`config.mk`:
```
export PLATFORM = sky130hd
export DESIGN_NAME = uart_rx
export DESIGN_NICKNAME = d
export VERILOG_FILES = /design/src/rtl/uart_rx.sv
export SDC_FILE = /design/constraint.sdc
export NUM_CORES = 1
export LEC_CHECK = 0
export BUFFER_PORTS_ARGS = -buffer_cell sky130_fd_sc_hd__buf_2
export CORE_ASPECT_RATIO = 0.8
export CORE_MARGIN = 4
export CORE_UTILIZATION = 62
export DETAILED_ROUTE_END_ITERATION = 8
export GPL_TIMING_DRIVEN = 1
export PLACE_DENSITY = 0.82
export SLEW_MARGIN = 10
export SYNTH_ARGS = -nofsm -noshare
export SYNTH_HDL_FRONTEND = slang
export SYNTH_SLANG_ARGS = --single-unit
```
`constraint.sdc`:
```
create_clock -name clk -period 4.5 [get_ports clk]
set_input_delay 0.9 -clock clk [delete_from_list [all_inputs] [get_ports clk]]
set_output_delay 0.9 -clock clk [all_outputs]
set_load 0.02 [all_outputs]
```
`src/rtl/uart_rx.sv`:
```
// uart_rx: asynchronous serial receiver.
// It receives idle-high frames made of one start bit (0), WIDTH data bits sent
// LSB first and one stop bit (1). Each bit lasts DIVISOR clk cycles.
// The receiver samples every bit at its midpoint. A good word is presented on
// o_data together with a one-cycle o_dv strobe. A low stop bit gives a
// one-cycle o_frame_err strobe instead.
// The receiver waits in BREAK until the line returns high before it looks for
// another start bit.
// DIVISOR must be even and >= 4, and must match the transmitter.

module uart_rx #(
    parameter int WIDTH   = 8,
    parameter int DIVISOR = 100
) (
    input  logic             clk,
    input  logic             i_reset_n,
    input  logic             i_rx,
    output logic [WIDTH-1:0] o_data,
    output logic             o_dv,
    output logic             o_frame_err,
    output logic             o_busy
);

    localparam int CNT_W = $clog2(DIVISOR);
    localparam int SC_W  = $clog2(WIDTH + 1);

    // Bit-timer terminal counts.
    // START ends at half a bit, so every later sample falls at mid-bit.
    localparam logic [CNT_W-1:0] HALF_M1 = CNT_W'(DIVISOR / 2 - 1);
    localparam logic [CNT_W-1:0] FULL_M1 = CNT_W'(DIVISOR - 1);
    localparam logic [SC_W-1:0]  LAST_S  = SC_W'(WIDTH - 1);

    typedef enum logic [2:0] {
        S_IDLE,
        S_START,
        S_DATA,
        S_STOP,
        S_BREAK
    } state_t;

    state_t             state;
    logic               rx_meta;
    logic               rx_s;
    logic [CNT_W-1:0]   bit_cnt;
    logic [SC_W-1:0]    s_cnt;
    logic [WIDTH-1:0]   shreg;
    logic               dv_pend;
    logic               err_pend;

    // Two-flop synchroniser for the asynchronous serial line.
    // NOTE: both flops reset to 1 (idle level), so a reset does not fake a start bit.
    always_ff @(posedge clk or negedge i_reset_n) begin
        if (!i_reset_n) begin
            rx_meta <= 1'b1;
            rx_s    <= 1'b1;
        end else begin
            // NOTE: non-blocking assignments let rx_s take the old rx_meta, which forms a true two-stage chain.
            rx_meta <= i_rx;
            rx_s    <= rx_meta;
        end
    end

    // Frame FSM with bit timer, data shifter and registered output strobes.
    // The stop-bit verdict is held for one cycle in dv_pend/err_pend.
    // o_data and its strobe are then loaded together on the following edge.
    always_ff @(posedge clk or negedge i_reset_n) begin
        if (!i_reset_n) begin
            state       <= S_IDLE;
            bit_cnt     <= '0;
            s_cnt       <= '0;
            shreg       <= '0;
            dv_pend     <= 1'b0;
            err_pend    <= 1'b0;
            o_data      <= '0;
            o_dv        <= 1'b0;
            o_frame_err <= 1'b0;
        end else begin
            dv_pend     <= 1'b0;
            err_pend    <= 1'b0;
            o_dv        <= dv_pend;
            o_frame_err <= err_pend;
            if (dv_pend) begin
                o_data <= shreg;
            end

            case (state)
                S_IDLE: begin
                    if (!rx_s) begin
                        state   <= S_START;
                        bit_cnt <= '0;
                    end
                end

                S_START: begin
                    if (bit_cnt == HALF_M1) begin
                        bit_cnt <= '0;
                        if (rx_s) begin
                            // Line went high again before mid-start: treat it as a glitch.
                            state <= S_IDLE;
                        end else begin
                            state <= S_DATA;
                            s_cnt <= '0;
                        end
                    end else begin
                        bit_cnt <= bit_cnt + CNT_W'(1);
                    end
                end

                S_DATA: begin
                    if (bit_cnt == FULL_M1) begin
                        bit_cnt <= '0;
                        shreg   <= {rx_s, shreg[WIDTH-1:1]};
                        s_cnt   <= s_cnt + SC_W'(1);
                        if (s_cnt == LAST_S) begin
                            state <= S_STOP;
                        end
                    end else begin
                        bit_cnt <= bit_cnt + CNT_W'(1);
                    end
                end

                S_STOP: begin
                    if (bit_cnt == FULL_M1) begin
                        bit_cnt <= '0;
                        // Leave STOP at mid-stop-bit, so a start bit that follows at once is still caught.
                        if (rx_s) begin
                            dv_pend <= 1'b1;
                            state   <= S_IDLE;
                        end else begin
                            err_pend <= 1'b1;
                            state    <= S_BREAK;
                        end
                    end else begin
                        bit_cnt <= bit_cnt + CNT_W'(1);
                    end
                end

                S_BREAK: begin
                    if (rx_s) begin
                        state   <= S_IDLE;
                        bit_cnt <= '0;
                    end
                end

                default: begin
                    state   <= S_IDLE;
                    bit_cnt <= '0;
                end
            endcase
        end
    end

    // Busy is a decode of the registered state: high only while a frame is in progress.
    assign o_busy = (state == S_START) || (state == S_DATA) || (state == S_STOP);

endmodule

```
==> results of run 1 <==
==> cells by family (layout without fill, tap and decap cells) <==
| kind of cell | after synthesis | count (layout) | synth area share (%) |
|---|---|---|---|
| DFF | 36 | 36 | 54.66 |
| AOI/OAI and AO/OA | 24 | 24 | 9.691 |
| buffers and inverters | 13 | 26 | 3.558 |
| adders and majority gates | 3 | 3 | 2.271 |
| and+or+nand+nor | 80 | 80 | 23.85 |
| xor gates and xnor gates | 1 | 1 | 0.5300 |
| muxes | 8 | 8 | 5.451 |
==> per-stage QoR <==
stage / worst slack [ns] / util, %
floorplan: 2.380 / -
global placement: 2.348 / 68.85
detailed placement: 2.301 / 68.85
CTS: 2.252 / 71.30
global route: 2.163 / 71.30
finish: 2.266 / 71.30
==> layer usage <==
layer	GRT usage, %	vias up	wire length (um)
li1	-	600	-
met1	24.93	583	1358
met2	32.28	33	1357
met3	5.010	7	149
met4	7.241	0	47
met5	0	-	0
==> synth_stat cells <==
cell	instances
a32o_1	1
nor3b_1	1
or2b_1	1
a21o_1	1
a31oi_1	1
or3b_2	2
inv_1	5
nor2_1	8
dfrtp_1	34
and2b_2	1
or4_1	1
o21bai_1	1
and3_1	1
nor3_1	7
o22ai_1	2
xnor2_1	1
o211ai_1	4
a21oi_1	2
or4b_4	1
ha_1	3
nor4_1	1
o21a_1	1
nor2b_1	1
o31ai_1	1
o21ba_2	1
nand2b_1	1
nand4b_1	1
nand2_1	37
dfstp_2	2
mux2_2	8
buf_2	2
a2111o_1	1
and4_1	1
nand3_1	13
buf_6	1
clkbuf_1	5
o21ai_0	8
and4b_1	2
==> worst paths after layout <==
kind                             endpoint  cells after the start
worst max-delay path             s_cnt[2]                      6
worst max register to register   s_cnt[2]                      6
worst min register to register       rx_s                      0
worst min-delay path                 rx_s                      0
max in group asynchronous       o_data[7]                      1
min in group asynchronous       o_data[1]                      1
==> state kept, by name (all words and copies together) (netlist names) <==
name and flops:
bit_cnt 7, rx_s 1, s_cnt 4, o_frame_err 1, err_pend 1, o_dv 1, shreg 8, o_data 8
rx_meta 1, dv_pend 1, state 3
==> power groups by stage <==
stage	logic, mW	clock network (mW)	registers, mW
final	0.00688	0.173	0.326
after global routing	0.00850	0.195	0.326
after detailed placement	0.00744	0	0.332
after floorplan	0.000498	0	0.332
after CTS	0.00748	0.179	0.326
after global placement	0.00731	0	0.332
==> worst register-to-register path, stage by stage (launching register included) <==
cell and delay (ns):
dfrtp_1 0.41, inv_1 0.09, ha_1 0.13, or4b_4 0.47, or4_1 0.60, a2111o_1 0.41, nand3_1 0.08
==> area by class of cell <==
class / instances / area (sq um)
Clock buffer: 6 / 51.30
Clock inverter: 2 / 10.01
Fill cell: 191 / 718.2
Inverter: 5 / 18.77
Multi-Input combinational cell: 116 / 690.7
Sequential cell: 36 / 903.4
Tap cell: 36 / 45.04
Timing Repair Buffer: 13 / 65.06
==> impl_metrics.csv, run 1 <==
group,metric,value,unit
timing,finalCritPeriodShare,49.64,%
route,dr.pass1.iters,4,
clocking,path_clk_slew,0.11,ns
clocking,ctsHtreeMaxLevel,2,
clocking,clock_path_buffers,2,
clocking,cts_buffers,5,
power,switching_share,20.92,%
route,routed_via_density,5.715,
critical_path,required,4.78,ns
place,numPortBuffers,13,
critical_path,slowest_stage,"or4_1",
timing,hold_viol,0,
timing,rsz0062_at_grt,"no",
floorplanning,dieWidth,65.73,um
route,remaining_drc_errors,0,
synthesis,ys_seq_elements,36,
clocking,post_cts_resized,0,
clocking,cts-root-buf,"clkbuf_4",
timing,worstMarginPinSlew,0.8012,ns
finish,mostFrequentLayoutCell,"nand2_1",
timing,report.final.slew_viol_count,0,
synthesis,netlist.top_cell.by_area,"dfrtp_1",
critical_path,crit_type,"reg2reg",
finish,antennaDiodeCount,0,
route,initialDrtViolationCount,77,
critical_path,crit_buf_inv,1,
place,placed_cell_area,1723,sq um
floorplanning,rows,16,
finish,final_cell_count_no_fill,214,
global_route,overflow,0,
critical_path,rrSetupSlack,2.27,ns
timing,whs,0.3687,ns
place,dp_cells,206,
critical_path,cp-end-kind,"register",
synthesis,synthCells,165,
global_route,grt_pass1_vias,1102,
hold_path,hold_path_startpoint,"rx_meta",
finish,layout.nets,183,
global_route,grt_use_total,19.50,%
finish,final_cell_mix,"nand2_1, dfrtp_1, nand3_1, buf_2",
critical_path,critPathMaxFanout,6,
critical_path,critical_path.startpoint,"bit_cnt[1]",
timing,skew,0.007624,ns
place,gp_congestion,0.9097,
route,wire_per_inst,13.61,um
timing,setup_tns,0,ns
critical_path,max_stage_delay,0.60,ns
power,internal_power,400.3,uW
floorplanning,die_h,54.18,um
power,finalPower,506.2,uW
power,p_leak,0.8929,nW
synthesis,avgSynthCellArea,10.02,sq um
critical_path,arrival,2.51,ns
critical_path,crit_path_cell_trace,"inv_1 -> ha_1 -> or4b_4 -> or4_1 -> a2111o_1 -> nand3_1",
timing,relSlewSlack,46.17,%
floorplanning,design.die.area,3561,sq um
synthesis,yosys.area.top_type_share,51.48,%
finish,layout-drive-gt1-share,20.22,%
finish,syn_to_final_growth,7.948,%
critical_path,regToRegStartpoint,"bit_cnt[1]",
floorplanning,io_pins,14,
synthesis,yosysWarnings,0,
synthesis,synth_fp_nets,171,
power,switchingPower,105.9,uW
clocking,cts_setup_buffers,0,
clocking,cts_tree,"built",
power,ir_drop,260.4,uV
status,outcome,"complete, no violations",
floorplanning,start_util,66.05,%
place,hpwlAfterDp,2.050,mm
critical_path,startpoint_type,"register",
finish,final_area,1784,sq um
synthesis,synth_cell_types,38,
timing,min_period,2.234,ns
clocking,clk_latency,0.33,ns
route,wl,2.913,mm
synthesis,synth-seq-area-share,54.66,%
job,drv_cap,0,
critical_path,path_delay_family,"simple AND/OR/NAND/NOR gates",
clocking,cts-hold-fix-buffers,0,
global_route,grt_max_degree,37,
route,via_count,1223,
global_route,antenna_found_initial,0,
power,comb_power_share,1.4,%
synthesis,synth_area,1653,sq um
floorplanning,core,2502,sq um
timing,setup_viol,0,
route,drtAntennaViolNets,0,
clocking,cts.sinks,36,
global_route,grt_first_pass_wirelength,5.078,mm
timing,max_freq,0.4477,GHz
power,power.share.sequential,64.4,%
power,p_clk_share,34.2,%
power,p_per_area,283.7,nW/um^2
hold_path,hold_path.class,"reg2reg",
synthesis,synthTopCellsByArea,"dfrtp_1, nand2_1, mux2_2, nand3_1, dfstp_2",
Power figures use the tool's default switching activity.
==> run 2, diff against run 1 <==
CORE_UTILIZATION = 52   (was 62)
PLACE_DENSITY = 0.74   (was 0.82)
clock period = 1.79 ns   (was 4.5 ns; I/O delays follow)
==> impl_metrics.csv, run 2 (synthesis gave the netlist of run 1 again) <==
group,metric,value,unit
status,outcome,"finished with violations",
status,violations,"setup timing",
timing,min_period,2.052,ns
finish,syn_to_final_growth,30.05,%
timing,report.final.slew_viol_count,0,
power,ir_drop,511.4,uV
power,p_leak,1.068,nW
clocking,cts.sinks,36,
finish,layout-drive-gt1-share,37.93,%
hold_path,hold_path.class,"in2async",
floorplanning,die_h,58.43,um
critical_path,required,2.01,ns
critical_path,cp-end-kind,"register",
route,drtAntennaViolNets,0,
power,p_per_area,675.6,nW/um^2
clocking,cts-root-buf,"clkbuf_8",
clocking,clk_latency,0.29,ns
critical_path,crit_type,"reg2reg",
critical_path,critPathMaxFanout,2,
clocking,ctsHtreeMaxLevel,2,
critical_path,arrival,2.27,ns
job,drv_cap,0,
power,finalPower,1.452,mW
floorplanning,rows,18,
global_route,grt_use_total,19.67,%
finish,multi_input_area,793.3,sq um
timing,whs,0.003633,ns
clocking,cts_tree,"built",
floorplanning,start_util,53.96,%
timing,setup_viol,13,
global_route,antenna_found_initial,0,
timing,worstMarginPinSlew,0.4343,ns
route,routed_via_density,5.691,
route,wire_per_inst,15.15,um
timing,layout_setup_ws,-0.2616,ns
global_route,grt_first_pass_wirelength,6.168,mm
finish,nFillCells,228,
timing,max_freq,0.4874,GHz
finish,antennaDiodeCount,0,
place,gp_congestion,0.9075,
route,remaining_drc_errors,0,
floorplanning,design.die.area,4150,sq um
finish,reg_top3,"o_data: 8 flops, shreg: 8 flops, bit_cnt: 7 flops",
clocking,cts-hold-fix-buffers,0,
clocking,clock_path_buffers,2,
finish,final_cell_mix,"nand2_1, dfrtp_1, buf_4",
route,initialDrtViolationCount,104,
finish,final_area,2150,sq um
timing,skew,0.001757,ns
clocking,cts_buffers,5,
global_route,overflow,0,
floorplanning,core,3063,sq um
floorplanning,io_pins,14,
finish,mostFrequentLayoutCell,"nand2_1",
route,wl,3.682,mm
global_route,grt_pass1_vias,1342,
timing,finalCritPeriodShare,114.6,%
finish,layout.nets,209,
floorplanning,dieWidth,71.04,um
critical_path,startpoint_type,"register",
global_route,grt_max_degree,20,
timing,hold_viol,0,
route,via_count,1383,
route,dr.pass1.iters,4,
place,hpwlAfterDp,2.509,mm
place,placed_cell_area,1901,sq um
finish,seq_area,903.4,sq um
timing,setup_tns,-1.522,ns
clocking,path_clk_slew,0.07,ns
place,numPortBuffers,13,
timing,relSlewSlack,70.82,%
timing,rsz0062_at_grt,"yes",
-- run 2: changes by cell type in the layout (fill, tap and decap cells not counted), moves of 4 or more --
cell,previous run,this run
buf_6,0,4
clkbuf_4,5,0
o21ai_0,8,2
buf_4,0,21
clkbuf_8,1,7
-- run 2: what timing repair did --
item | 4_1_cts | 5_1_grt
buffers inserted | 4 | 1
setup endpoints to repair | 14 | 24
resized for setup | 24 | 7
pin swaps | 12 | 6
-- run 2: area by class of cell --
| cell class | count | share of cell area [%] |
|---|---|---|
| Sequential cell | 36 | 42.03 |
| Multi-Input combinational cell | 116 | 36.90 |
| Timing Repair Buffer | 39 | 13.39 |
| Clock buffer | 7 | 4.482 |
| Tap cell | 40 | 2.328 |
| Inverter | 5 | 0.8731 |
-- run 2: path summary, 6_finish.rpt --
| kind | start | to | slack [ns] | cells past startpoint |
|---|---|---|---|---|
| worst max-delay path | bit_cnt[1] | s_cnt[2] | -0.26 | 6 |
| worst min-delay path | i_reset_n | bit_cnt[4] | 0.004 | 1 |
| worst max register to register | bit_cnt[1] | s_cnt[2] | -0.26 | 6 |
| worst min register to register | err_pend | o_frame_err | 0.35 | 0 |
| max in group asynchronous | i_reset_n | o_data[2] | 1.35 | 2 |
| min in group clk | i_rx | rx_meta | 0.17 | 1 |
-- run 2: worst max-delay path: stages (launching register included) --
cell	delay (ns)
dfrtp_1	0.39
inv_2	0.09
ha_4	0.12
or4b_4	0.47
or4_4	0.44
a2111o_1	0.38
nand3_1	0.09
-- run 2: per-stage QoR --
stage / cells / util, % / worst slack, ns
floorplan: 165 / - / -0.2600
global placement: 231 / 62.05 / -0.1517
detailed placement: 231 / 62.05 / -0.2722
CTS: 242 / 68.91 / -0.2373
global route: 243 / 70.18 / -0.3062
finish: 243 / 70.18 / -0.2616
-- run 2: layer usage --
layer  share of wire, %  track usage [%]  up-vias
li1                   -                -      652
met1                 43            24.28      666
met2                 49            31.44       51
met3                5.8            5.631       14
met4                3.0            10.99        0
met5                  0                0        -
-- run 2: where the power goes --
| part | total (mW) | leakage, nW | switching [mW] | internal [mW] |
|---|---|---|---|---|
| Combinational | 0.0231 | 0.536 | 0.0163 | 0.00686 |
| Sequential | 0.820 | 0.481 | 0.00248 | 0.818 |
| Clock | 0.609 | 0.0503 | 0.267 | 0.342 |
| Total | 1.45 | 1.07 | 0.285 | 1.17 |
==> run 3, diff against run 2 <==
ABC_AREA = 0   (was default)
CORE_ASPECT_RATIO = 1.4   (was 0.8)
CTS_CLUSTER_SIZE = 20   (was default)
==> impl_metrics.csv, run 3 (synthesis gave the netlist of run 1 again) <==
group,metric,value,unit
timing,setup_viol,14,
global_route,antenna_found_initial,0,
route,wl,3.905,mm
clocking,ctsHtreeMaxLevel,2,
timing,layout_setup_ws,-0.2742,ns
clocking,clock_path_buffers,2,
route,remaining_drc_errors,0,
critical_path,critPathMaxFanout,2,
clocking,cts-root-buf,"clkbuf_8",
job,drv_cap,0,
timing,min_period,2.064,ns
critical_path,required,2.02,ns
timing,skew,0.006928,ns
timing,hold_viol,0,
global_route,grt_pass1_vias,1432,
finish,nFillCells,213,
power,finalPower,1.553,mW
floorplanning,die_h,74.71,um
floorplanning,rows,23,
clocking,cts_buffers,5,
clocking,cts_tree,"built",
route,wire_per_inst,16.07,um
clocking,clk_latency,0.30,ns
route,routed_via_density,5.700,
floorplanning,design.die.area,4157,sq um
route,dr.pass1.iters,4,
power,p_per_area,697.9,nW/um^2
floorplanning,start_util,55.76,%
timing,finalCritPeriodShare,115.3,%
floorplanning,core,2964,sq um
place,hpwlAfterDp,2.439,mm
finish,layout-drive-gt1-share,43.69,%
status,outcome,"finished with violations",
route,wl_met3,137,um
finish,syn_to_final_growth,34.59,%
critical_path,arrival,2.29,ns
route,wl_met1,1.536,mm
finish,final_cell_mix,"nand2_1, dfrtp_1, buf_4",
finish,layout.nets,211,
global_route,grt_first_pass_wirelength,6.486,mm
power,p_leak,1.090,nW
critical_path,startpoint_type,"register",
route,top_layer,"met4",
hold_path,hold_path.class,"in2async",
clocking,cts.sinks,36,
place,numPortBuffers,13,
place,preCtsSetupSlack,-0.1930,ns
clocking,path_clk_slew,0.08,ns
critical_path,cp-end-kind,"register",
floorplanning,io_pins,14,
floorplanning,dieWidth,55.65,um
finish,seq_area,903.4,sq um
route,wl_met2,2.154,mm
route,initialDrtViolationCount,57,
timing,rsz0062_at_grt,"yes",
clocking,cts-hold-fix-buffers,0,
global_route,overflow,0,
timing,relSlewSlack,70.29,%
finish,mostFrequentLayoutCell,"nand2_1",
finish,multi_input_area,843.3,sq um
timing,max_freq,0.4844,GHz
route,via_count,1385,
critical_path,crit_type,"reg2reg",
status,violations,"setup timing",
finish,reg_top3,"o_data: 8 flops, shreg: 8 flops, bit_cnt: 7 flops",
route,drtAntennaViolNets,0,
place,gp_congestion,0.8497,
power,ir_drop,569.7,uV
timing,worstMarginPinSlew,0.4423,ns
global_route,grt_use_total,20.45,%
finish,antennaDiodeCount,0,
global_route,grt_max_degree,37,
timing,report.final.slew_viol_count,0,
## run 3: critical path, cell delays in order (launching register included)
cell and delay (ns):
dfrtp_1 0.41, inv_2 0.10, ha_4 0.12, or4b_4 0.46, or4_4 0.43, a2111o_1 0.39, nand3_1 0.09
## run 3: final timing paths
kind	cells after the start	to	startpoint	slack (ns)
max	6	s_cnt[2]	bit_cnt[1]	-0.27
min	2	state[0]	i_reset_n	0.09
max reg2reg	6	s_cnt[2]	bit_cnt[1]	-0.27
min reg2reg	0	o_frame_err	err_pend	0.36
max in group asynchronous	2	rx_s	i_reset_n	1.37
min in group clk	1	rx_meta	i_rx	0.15
## run 3: layout make-up
| class | count | share of cell area (%) |
|---|---|---|
| clock buffers | 5 | 3.093 |
| clock inverters | 3 | 1.912 |
| inverters | 5 | 0.8436 |
| multi-input cells | 116 | 37.91 |
| flip-flops and latches | 36 | 40.61 |
| well taps | 37 | 2.081 |
| repair buffers | 41 | 13.55 |
## run 3: layer usage
layer	up-vias	global-route usage, %
li1	650	-
met2	28	38.68
met4	0	9.459
met5	-	0
met1	699	21.07
met3	8	5.660
## run 3: repair_timing
item / CTS / global route
setup endpoints to repair: 13 / 22
pin swaps: 13 / 11
resized for setup: 17 / 29
setup buffers: 3 / 6
## run 3: where the power goes
part / leakage, nW / internal (mW) / switching (mW)
clock network: 0.0541 / 0.412 / 0.301
logic: 0.555 / 0.00398 / 0.0159
registers: 0.481 / 0.817 / 0.00309
total: 1.09 / 1.23 / 0.320
## run 3: stage by stage
stage / util, % / TNS (ns) / hold slack (ns) / cell area, sq um / std cells
5_1_grt: 75.05 / -2.109 / 0.1329 / 2225 / 243
6_report: 75.05 / -1.367 / 0.08891 / 2225 / 243
3_3_place_gp: 63.57 / -1.030 / 0.3328 / 1884 / 228
4_1_cts: 70.66 / -0.9111 / 0.1031 / 2095 / 239
3_5_place_dp: 63.57 / -1.644 / 0.3466 / 1884 / 228
2_1_floorplan: - / -0.3244 / 0.06241 / 1659 / 165
